===== src/rtl/mc8051_mem_resp_if.sv =====
// Request/response bundle between the mc8051 core and its memory responder,
// plus the SFR bus and external code/xdata bus driven by the responder.
//
// Handshake: the core may present i_mem_req at any time, but it is sampled
// only in a cycle where o_mem_busy=0. A sampled request completes with exactly
// one o_mem_ack pulse, qualified by o_mem_err. On the external side,
// o_ext_req acts as valid and is held with stable address/data until a cycle
// with i_ext_ready=1. i_ext_ready outside o_ext_req has no effect.
interface mc8051_mem_resp_if;
  logic        i_mem_req;
  logic        i_mem_we;
  logic [1:0]  i_mem_space;
  logic [15:0] i_mem_addr;
  logic [7:0]  i_mem_wdata;
  logic        o_mem_busy;
  logic        o_mem_ack;
  logic [7:0]  o_mem_rdata;
  logic        o_mem_err;
  logic [7:0]  o_sfr_addr;
  logic        o_sfr_re;
  logic        o_sfr_we;
  logic [7:0]  o_sfr_wdata;
  logic [7:0]  i_sfr_rdata;
  logic        o_ext_req;
  logic        o_ext_we;
  logic        o_ext_code;
  logic [15:0] o_ext_addr;
  logic [7:0]  o_ext_wdata;
  logic        i_ext_ready;
  logic [7:0]  i_ext_rdata;

  // Responder side
  modport slave (
    input  i_mem_req, i_mem_we, i_mem_space, i_mem_addr, i_mem_wdata,
    output o_mem_busy, o_mem_ack, o_mem_rdata, o_mem_err,
    output o_sfr_addr, o_sfr_re, o_sfr_we, o_sfr_wdata,
    input  i_sfr_rdata,
    output o_ext_req, o_ext_we, o_ext_code, o_ext_addr, o_ext_wdata,
    input  i_ext_ready, i_ext_rdata
  );

  // Core / environment side
  modport master (
    output i_mem_req, i_mem_we, i_mem_space, i_mem_addr, i_mem_wdata,
    input  o_mem_busy, o_mem_ack, o_mem_rdata, o_mem_err,
    input  o_sfr_addr, o_sfr_re, o_sfr_we, o_sfr_wdata,
    output i_sfr_rdata,
    input  o_ext_req, o_ext_we, o_ext_code, o_ext_addr, o_ext_wdata,
    output i_ext_ready, i_ext_rdata
  );
endinterface


===== src/rtl/mc8051_mem_resp.sv =====
// mc8051 memory responder: one request at a time, steered to IRAM, the SFR
// bus or the external bus, with a one-cycle ack and an error flag for code
// writes and external timeouts.
module mc8051_mem_resp #(
  parameter int TIMEOUT = 255
) (
  input  logic                   i_clk,
  input  logic                   i_rst,
  mc8051_mem_resp_if.slave       bus,
  output logic [1:0]             o_dbg_state
);

  typedef enum logic [1:0] {ST_IDLE, ST_LOC, ST_EXT, ST_ACK} state_t;

  localparam logic [1:0] SP_DIRECT = 2'd0;
  localparam logic [1:0] SP_CODE   = 2'd2;
  localparam logic [1:0] SP_XDATA  = 2'd3;
  // Last counter value before the wait is abandoned.
  localparam logic [7:0] TO_LAST   = 8'(TIMEOUT - 1);

  state_t      state, state_nxt;
  logic        req_we;
  logic [1:0]  req_space;
  logic [15:0] req_addr;
  logic [7:0]  req_wdata;
  logic [7:0]  wait_cnt;
  logic [7:0]  rdata_q;
  logic        err_q;
  logic [7:0]  iram [256];

  logic accept;
  logic new_is_ext;
  logic r_illegal;
  logic r_sfr;
  logic ext_timeout;

  // Acceptance and decode: new request decides LOC vs EXT, registered one drives LOC.
  always_comb begin
    accept      = bus.i_mem_req && (state == ST_IDLE || state == ST_ACK);
    new_is_ext  = (bus.i_mem_space == SP_XDATA) ||
                  (bus.i_mem_space == SP_CODE && !bus.i_mem_we);
    r_illegal   = (req_space == SP_CODE) && req_we;
    r_sfr       = (req_space == SP_DIRECT) && req_addr[7];
    ext_timeout = (wait_cnt == TO_LAST);
  end

  // State register.
  always_ff @(posedge i_clk) begin
    if (i_rst) state <= ST_IDLE;
    else       state <= state_nxt;
  end

  // Next-state logic.
  always_comb begin
    state_nxt = state;
    case (state)
      ST_IDLE, ST_ACK: begin
        if (accept) state_nxt = new_is_ext ? ST_EXT : ST_LOC;
        else        state_nxt = ST_IDLE;
      end
      ST_LOC:  state_nxt = ST_ACK;
      ST_EXT:  if (bus.i_ext_ready || ext_timeout) state_nxt = ST_ACK;
      default: state_nxt = ST_IDLE;
    endcase
  end

  // Request capture, wait counter, read data and error status.
  always_ff @(posedge i_clk) begin
    if (i_rst) begin
      req_we    <= 1'b0;
      req_space <= 2'd0;
      req_addr  <= 16'd0;
      req_wdata <= 8'd0;
      wait_cnt  <= 8'd0;
      rdata_q   <= 8'd0;
      err_q     <= 1'b0;
    end else begin
      if (accept) begin
        req_we    <= bus.i_mem_we;
        req_space <= bus.i_mem_space;
        req_addr  <= bus.i_mem_addr;
        req_wdata <= bus.i_mem_wdata;
        wait_cnt  <= 8'd0;
      end
      case (state)
        ST_LOC: begin
          err_q <= r_illegal;
          if (!req_we && !r_illegal)
            rdata_q <= r_sfr ? bus.i_sfr_rdata : iram[req_addr[7:0]];
        end
        ST_EXT: begin
          if (bus.i_ext_ready) begin
            err_q <= 1'b0;
            if (!req_we) rdata_q <= bus.i_ext_rdata;
          end else if (ext_timeout) begin
            err_q <= 1'b1;
            if (!req_we) rdata_q <= 8'hFF;
          end else begin
            wait_cnt <= wait_cnt + 8'd1;
          end
        end
        default: ;
      endcase
    end
  end

  // IRAM write port; contents survive reset.
  always_ff @(posedge i_clk) begin
    if (state == ST_LOC && req_we && !r_illegal && !r_sfr)
      iram[req_addr[7:0]] <= req_wdata;
  end

  // Output decode from state and registered request.
  always_comb begin
    bus.o_mem_busy  = (state == ST_LOC) || (state == ST_EXT);
    bus.o_mem_ack   = (state == ST_ACK);
    bus.o_mem_err   = (state == ST_ACK) && err_q;
    bus.o_mem_rdata = rdata_q;
    bus.o_sfr_addr  = req_addr[7:0];
    bus.o_sfr_re    = (state == ST_LOC) && r_sfr && !req_we;
    bus.o_sfr_we    = (state == ST_LOC) && r_sfr && req_we;
    bus.o_sfr_wdata = req_wdata;
    bus.o_ext_req   = (state == ST_EXT);
    bus.o_ext_we    = req_we;
    bus.o_ext_code  = (req_space == SP_CODE);
    bus.o_ext_addr  = req_addr;
    bus.o_ext_wdata = req_wdata;
    o_dbg_state     = state;
  end

endmodule


===== src/flat_wrapper.sv =====
// flat-port wrapper written by rule: the top's interface ports become plain ports
module mc8051_mem_resp_flat 
#(
  parameter int TIMEOUT = 255
)
  (i_clk, i_rst, o_dbg_state, bus_i_mem_req, bus_i_mem_we, bus_i_mem_space, bus_i_mem_addr, bus_i_mem_wdata, bus_o_mem_busy, bus_o_mem_ack, bus_o_mem_rdata, bus_o_mem_err, bus_o_sfr_addr, bus_o_sfr_re, bus_o_sfr_we, bus_o_sfr_wdata, bus_i_sfr_rdata, bus_o_ext_req, bus_o_ext_we, bus_o_ext_code, bus_o_ext_addr, bus_o_ext_wdata, bus_i_ext_ready, bus_i_ext_rdata);
  mc8051_mem_resp_if bus_i ();
  input  logic i_clk;
  input  logic i_rst;
  output logic [1:0] o_dbg_state;
  input wire logic [$bits(bus_i.i_mem_req)-1:0] bus_i_mem_req;
  input wire logic [$bits(bus_i.i_mem_we)-1:0] bus_i_mem_we;
  input wire logic [$bits(bus_i.i_mem_space)-1:0] bus_i_mem_space;
  input wire logic [$bits(bus_i.i_mem_addr)-1:0] bus_i_mem_addr;
  input wire logic [$bits(bus_i.i_mem_wdata)-1:0] bus_i_mem_wdata;
  output wire logic [$bits(bus_i.o_mem_busy)-1:0] bus_o_mem_busy;
  output wire logic [$bits(bus_i.o_mem_ack)-1:0] bus_o_mem_ack;
  output wire logic [$bits(bus_i.o_mem_rdata)-1:0] bus_o_mem_rdata;
  output wire logic [$bits(bus_i.o_mem_err)-1:0] bus_o_mem_err;
  output wire logic [$bits(bus_i.o_sfr_addr)-1:0] bus_o_sfr_addr;
  output wire logic [$bits(bus_i.o_sfr_re)-1:0] bus_o_sfr_re;
  output wire logic [$bits(bus_i.o_sfr_we)-1:0] bus_o_sfr_we;
  output wire logic [$bits(bus_i.o_sfr_wdata)-1:0] bus_o_sfr_wdata;
  input wire logic [$bits(bus_i.i_sfr_rdata)-1:0] bus_i_sfr_rdata;
  output wire logic [$bits(bus_i.o_ext_req)-1:0] bus_o_ext_req;
  output wire logic [$bits(bus_i.o_ext_we)-1:0] bus_o_ext_we;
  output wire logic [$bits(bus_i.o_ext_code)-1:0] bus_o_ext_code;
  output wire logic [$bits(bus_i.o_ext_addr)-1:0] bus_o_ext_addr;
  output wire logic [$bits(bus_i.o_ext_wdata)-1:0] bus_o_ext_wdata;
  input wire logic [$bits(bus_i.i_ext_ready)-1:0] bus_i_ext_ready;
  input wire logic [$bits(bus_i.i_ext_rdata)-1:0] bus_i_ext_rdata;
  assign bus_i.i_mem_req = bus_i_mem_req;
  assign bus_i.i_mem_we = bus_i_mem_we;
  assign bus_i.i_mem_space = bus_i_mem_space;
  assign bus_i.i_mem_addr = bus_i_mem_addr;
  assign bus_i.i_mem_wdata = bus_i_mem_wdata;
  assign bus_o_mem_busy = bus_i.o_mem_busy;
  assign bus_o_mem_ack = bus_i.o_mem_ack;
  assign bus_o_mem_rdata = bus_i.o_mem_rdata;
  assign bus_o_mem_err = bus_i.o_mem_err;
  assign bus_o_sfr_addr = bus_i.o_sfr_addr;
  assign bus_o_sfr_re = bus_i.o_sfr_re;
  assign bus_o_sfr_we = bus_i.o_sfr_we;
  assign bus_o_sfr_wdata = bus_i.o_sfr_wdata;
  assign bus_i.i_sfr_rdata = bus_i_sfr_rdata;
  assign bus_o_ext_req = bus_i.o_ext_req;
  assign bus_o_ext_we = bus_i.o_ext_we;
  assign bus_o_ext_code = bus_i.o_ext_code;
  assign bus_o_ext_addr = bus_i.o_ext_addr;
  assign bus_o_ext_wdata = bus_i.o_ext_wdata;
  assign bus_i.i_ext_ready = bus_i_ext_ready;
  assign bus_i.i_ext_rdata = bus_i_ext_rdata;
  mc8051_mem_resp #(.TIMEOUT(TIMEOUT)) u_core (.i_clk(i_clk), .i_rst(i_rst), .bus(bus_i), .o_dbg_state(o_dbg_state));
endmodule

===== config.mk =====
export PLATFORM = sky130hd
export DESIGN_NAME = mc8051_mem_resp_flat
export DESIGN_NICKNAME = d
export VERILOG_FILES = /design/src/rtl/mc8051_mem_resp_if.sv /design/src/rtl/mc8051_mem_resp.sv /design/src/flat_wrapper.sv
export SDC_FILE = /design/constraint.sdc
export NUM_CORES = 2
export LEC_CHECK = 0
export ABC_CLOCK_PERIOD_IN_PS = 5000
export CAP_MARGIN = 15
export CORE_ASPECT_RATIO = 1.1
export CORE_MARGIN = 2
export CORE_UTILIZATION = 56
export CTS_CLUSTER_DIAMETER = 60
export DETAILED_ROUTE_END_ITERATION = 8
export HOLD_SLACK_MARGIN = 0.05
export PLACE_DENSITY_LB_ADDON = 0.1
export SYNTH_ARGS = -nofsm -noshare
export SYNTH_HDL_FRONTEND = slang
export SYNTH_SLANG_ARGS = --single-unit

===== constraint.sdc =====
create_clock -name i_clk -period 5 [get_ports i_clk]
set_clock_uncertainty 0.05 [all_clocks]
set_input_delay 1 -clock i_clk [delete_from_list [all_inputs] [get_ports i_clk]]
set_output_delay 1 -clock i_clk [all_outputs]
set_load 0.005 [all_outputs]

# Yosys cells after proc, flatten, opt, wreduce, memory -nomap -nowiden
# Memories as Yosys holds them, arrays and structs flattened. A register that Yosys moved wholly into a read port is not among the register bits.
# Index checks and enable logic that the tools add are counted.
# op_classes
add_sub_neg	1
n_mul	0
n_div	0
magnitude_cmp	0
eq_ne	11
shifts	0
n_mux	22
n_bitwise	0
n_reduce_logical	26
# ops
operator	count
$mux 8	12
$pmux 8 s2	1
$logic_and 1x1->1	12
$eq 2x2->1 const B	5
$add 8x1->8 const B	1
$eq 8x8->1 const B	1
$mux 2	3
$pmux 2 s3	1
$logic_not 1->1	4
$logic_not 2->1	2
$logic_or 1x1->1	4
$mux 1	4
$ne 2x1->1 const B	2
$reduce_and 4->1	1
$ne 3x1->1 const B	1
$eq 2x1->1 const B	1
$ne 2x2->1 const B	1
$pmux 1 s2	1
$reduce_and 2->1	1
$reduce_bool 2->1	1
$reduce_or 2->1	1
# word_totals
ff_bits	46
latchBits	0
ram_bits	2048
mem_bits_ro	0
inputBits	47
out_inout_bits	58
wordCells	69
memories	1
# mem_list
memory	depth	width	read_ports	rd_clocked_by_memory_dff	write_ports	line_no	text
u_core.iram	256	8	1	1	1	mc8051_mem_resp.sv:29	logic [7:0] iram [256];

# Logic depth before layout (Yosys ltp)
# logic_depth
ltp_word	7
mapped_depth	14
depth_no_buf	9

# Worst setup path after synthesis
# Ideal clock, no wire load.
# synth_path
kind	reg-to-output
start	register u_core.req_wdata[0], in the netlist u_core.bus.o_ext_wdata[0]
end	output bus_o_sfr_wdata[0]
t_arrival_ns	3.886
t_required_ns	3.950
setup_slack_ns	0.064
stages_incl_launch_ff	2
n_path_buf	1
path_cell_list	dfxtp_1 -> buf_4
# synth_rtl
item	line_no	text
start: declaration	mc8051_mem_resp.sv:25	logic [7:0] req_wdata;
start signal: assignment	mc8051_mem_resp.sv:82	req_wdata <= bus.i_mem_wdata;
end: declaration	flat_wrapper.sv:23	output wire logic [$bits(bus_i.o_sfr_wdata)-1:0] bus_o_sfr_wdata;
# No word-level cell between the ends.

==> run summary <==
STATUS
----------------------------------------------------------------------------
Result of the run                                               finished, final reports clean

TIMING
----------------------------------------------------------------------------
Number of hold violations in the final report                              0
Setup TNS                                                               0 ns
Setup repair after global routing missed its margin                    false
Top achievable clock speed                                           238 MHz
Worst slack on hold paths                                           0.408 ns
Number of endpoints failing setup at the final stage                       0
Max-slew violation count                                                   0
Tmin final                                                           4.20 ns
Tightest slew margin relative to the limit                             16.4%
Share of the cycle needed by the critical path after routing           84.0%
Least-Margin Pin Slew                                                1.25 ns

CLOCKING
----------------------------------------------------------------------------
Hold buffers post-CTS                                                      0
Root buf cell                                                      clkbuf_16
CTS Sinks                                                               2102
Clock latency at the later pin of the worst-skew pair                0.84 ns
Clock Pin Slew Worst Setup and Hold Paths                            0.06 ns
Clock H-tree levels                                                        4
TritonCTS Buffers                                                        199
Post-CTS Setup Inserts                                                     0
Post-cts gate resize count                                                 0
Max Buffers Root-to-Sink                                                   3
CTS tree                                                                done

FINAL LAYOUT
----------------------------------------------------------------------------
Post-route design area                                            0.0922 mm2
Final layout net count                                                  4385
Core occupancy in the finished layout                                  63.3%
Ratio of cells with drive above 1 in the final layout                  22.4%
Number of inserted filler cells in the final layout                    10100
Layout overhead on the synthesized area                                12.3%

ROUTING
----------------------------------------------------------------------------
Vias per inst                                                           6.53
Initial drt markers                                                     5480
Routed wire length per instance                                      33.8 um
Length of the first detailed-routing pass in iterations                    6
DR vias                                                                42100
Wire length reported by the detailed router                           218 mm
Post-detailed-route DRC marker count                                       0
Remaining antenna violation count                                          0

WORST SETUP PATH
----------------------------------------------------------------------------
Reg2reg path depth                                                         8
Element type at the critical path start                             register
Reg-to-reg endpoint                                             u_core.bus.o_mem_rdata[1]
Path type of the worst setup path                               register to register
Worst EP required                                                    5.68 ns
Register-to-Register Setup Slack                                     0.80 ns
Max Fanout on Critical Path                                               21
Kind of end point of the critical path                              register
Worst Path Arrival                                                   4.88 ns

SYNTHESIS
----------------------------------------------------------------------------
Synth unique cells                                                        69
Cell types occupying the most area after synthesis              edfxtp_1, mux4_2, mux2i_1
Fraction of registers with async set or reset after synthesis             0%
Count of yosys warnings during synthesis                                   0
Leading post-synthesis cells by instance count                  edfxtp_1, mux4_2, nor2_1
Count of flip-flops with a built-in enable after synthesis              2048
Share of the yosys chip area belonging to registers                    76.3%
Commonest register cell after synthesis                             edfxtp_1
Synthesis-stage register bit count                                      2102
Count of mapped cells out of synthesis                                  4069
Share of the synthesized area in the top cell type                     74.9%
Synthesized area                                                  0.0821 mm2
Largest area contributor in the synthesized netlist                 edfxtp_1
Mean instance size in the synthesized netlist                       20.2 um2
Synthesized Nets                                                        4121
Most frequently used cell type in the post-synthesis netlist        edfxtp_1

PLACE
----------------------------------------------------------------------------
Cell area after placement                                         0.0861 mm2
Number of port buffers                                                   104
Routability congestion estimate from global placement                  0.971
HPWL after DPL                                                        137 mm

PWR
----------------------------------------------------------------------------
Static Leakage                                                     0.0286 uW
Ratio of total power to cell area                                 447 mW/mm2
Max IR drop VDD                                                   0.000381 V

WORST HOLD PATH
----------------------------------------------------------------------------
Hold path endpoint                                              u_core.bus.o_ext_addr[13]
Hold Path Class                                                 register to register
Hold Crit Depth                                                            2
Worst Min Path Start                                            u_core.bus.o_ext_addr[13]

DIE
----------------------------------------------------------------------------
Placeable core region                                              0.146 mm2
Initial core utilization                                               56.3%
Horiz. Die Dim                                                        369 um
Ports                                                                    105
Die outline area                                                   0.150 mm2
Row count                                                                147
Vertical die dimension                                                405 um

GLOBAL ROUTING
----------------------------------------------------------------------------
Antenna violations before repair                                           5
Via count of the first global-routing pass                             41800
Largest net degree at the start of global routing                        163
Wire length of the first global-routing pass                          309 mm
Total congestion overflow after global routing                             0
Overall fraction of global-route tracks in use                         29.5%

FLOW RUN
----------------------------------------------------------------------------
Max-cap violations                                                         0

-- per-stage QoR --
step / setup WS, ns / power, uW / cells
floorplan: 0.0635 / 24600 / 4069
global placement: 0.986 / 27100 / 6068
detailed placement: 1.03 / 27200 / 6069
CTS: 0.994 / 41300 / 6439
global route: 0.823 / 42300 / 6439
finish: 0.801 / 41200 / 6440
-- state kept, by name, summed over array words and instances, names as in the netlist, named ones only --
register,cells
u_core.bus.o_ext_wdata,8
u_core.err_q,1
u_core.iram,2048
u_core.bus.o_mem_rdata,8
u_core.bus.o_ext_we,1
u_core.bus.o_ext_addr,16
u_core.wait_cnt,8
u_core.o_dbg_state,2
u_core.req_space,2
-- kinds of logic after synthesis --
family / count (synthesis) / share of synthesized area [%]
simple gates: 671 / 3.50
fa+ha+maj: 5 / 0.0762
xor+xnor: 1 / 0.0107
mux: 660 / 15.2
compound gates: 367 / 3.10
flops: 2102 / 76.3
buf+inv: 263 / 1.85
-- layer usage --
layer,GRT usage [%],vias up,wire (um)
met4,11.0,4,8890
met5,0,-,26
met2,47.2,2069,106000
met1,40.3,22300,83600
met3,6.26,425,19200
li1,-,17300,-
-- how the worst max path moves through the flow --
stage               slack [ns]  cells after the start                         to                      start
finish                    0.80                      8  u_core.bus.o_mem_rdata[1]                   register
global route              0.82                      8  u_core.bus.o_mem_rdata[1]                   register
CTS                       0.99                      3               bus_o_sfr_re   u_core.bus.o_ext_addr[7]
detailed placement        1.03                      7  u_core.bus.o_mem_rdata[2]            bus_i_ext_ready
global placement          0.99                      7  u_core.bus.o_mem_rdata[2]            bus_i_ext_ready
floorplan                 0.06                      1         bus_o_sfr_wdata[0]  u_core.bus.o_ext_wdata[0]
-- final cells by class --
type	instances	area (um2)	area share [%]
sequential	2102	62600	67.9
multi-input combinational	1704	18000	19.6
clock buffer	244	5170	5.61
timing repair buffer	312	2920	3.17
tap	1937	2420	2.63
clock inverter	126	947	1.03
inverter	14	52.6	0.0570
antenna	1	2.50	0.00271
-- report_power, final --
group	internal, uW	switching, uW
logic	2300	4090
clock network	7790	6530
registers	20100	348
total	30200	11000
-- cell usage in the layout, fill, tap and decap left out, types with 19 or more instances in the layout --
master and count:
edfxtp_1 2048, mux4_2 468, nor2_1 335, clkbuf_16 200, mux2i_1 184, buf_4 182, nand2_1 164, clkdlybuf4s50_1 103
a21oi_1 68, o22ai_1 68, o221ai_1 49, clkinv_1 48, clkinv_2 46, clkbuf_1 44, dfxtp_1 40, o21ai_0 39
nor3_1 30, a22oi_1 28, buf_12 26, nand3_1 25, nor2b_1 19
-- critical path, stage by stage, from the launching register on --
cell,delay [ns]
dfxtp_4,0.72
buf_4,0.48
mux4_2,0.56
and3_1,0.19
a31oi_1,0.16
nand4_1,0.25
o21ai_0,1.04
a41oi_1,0.26
a211o_1,0.32
(Power assumes the default switching activity.)
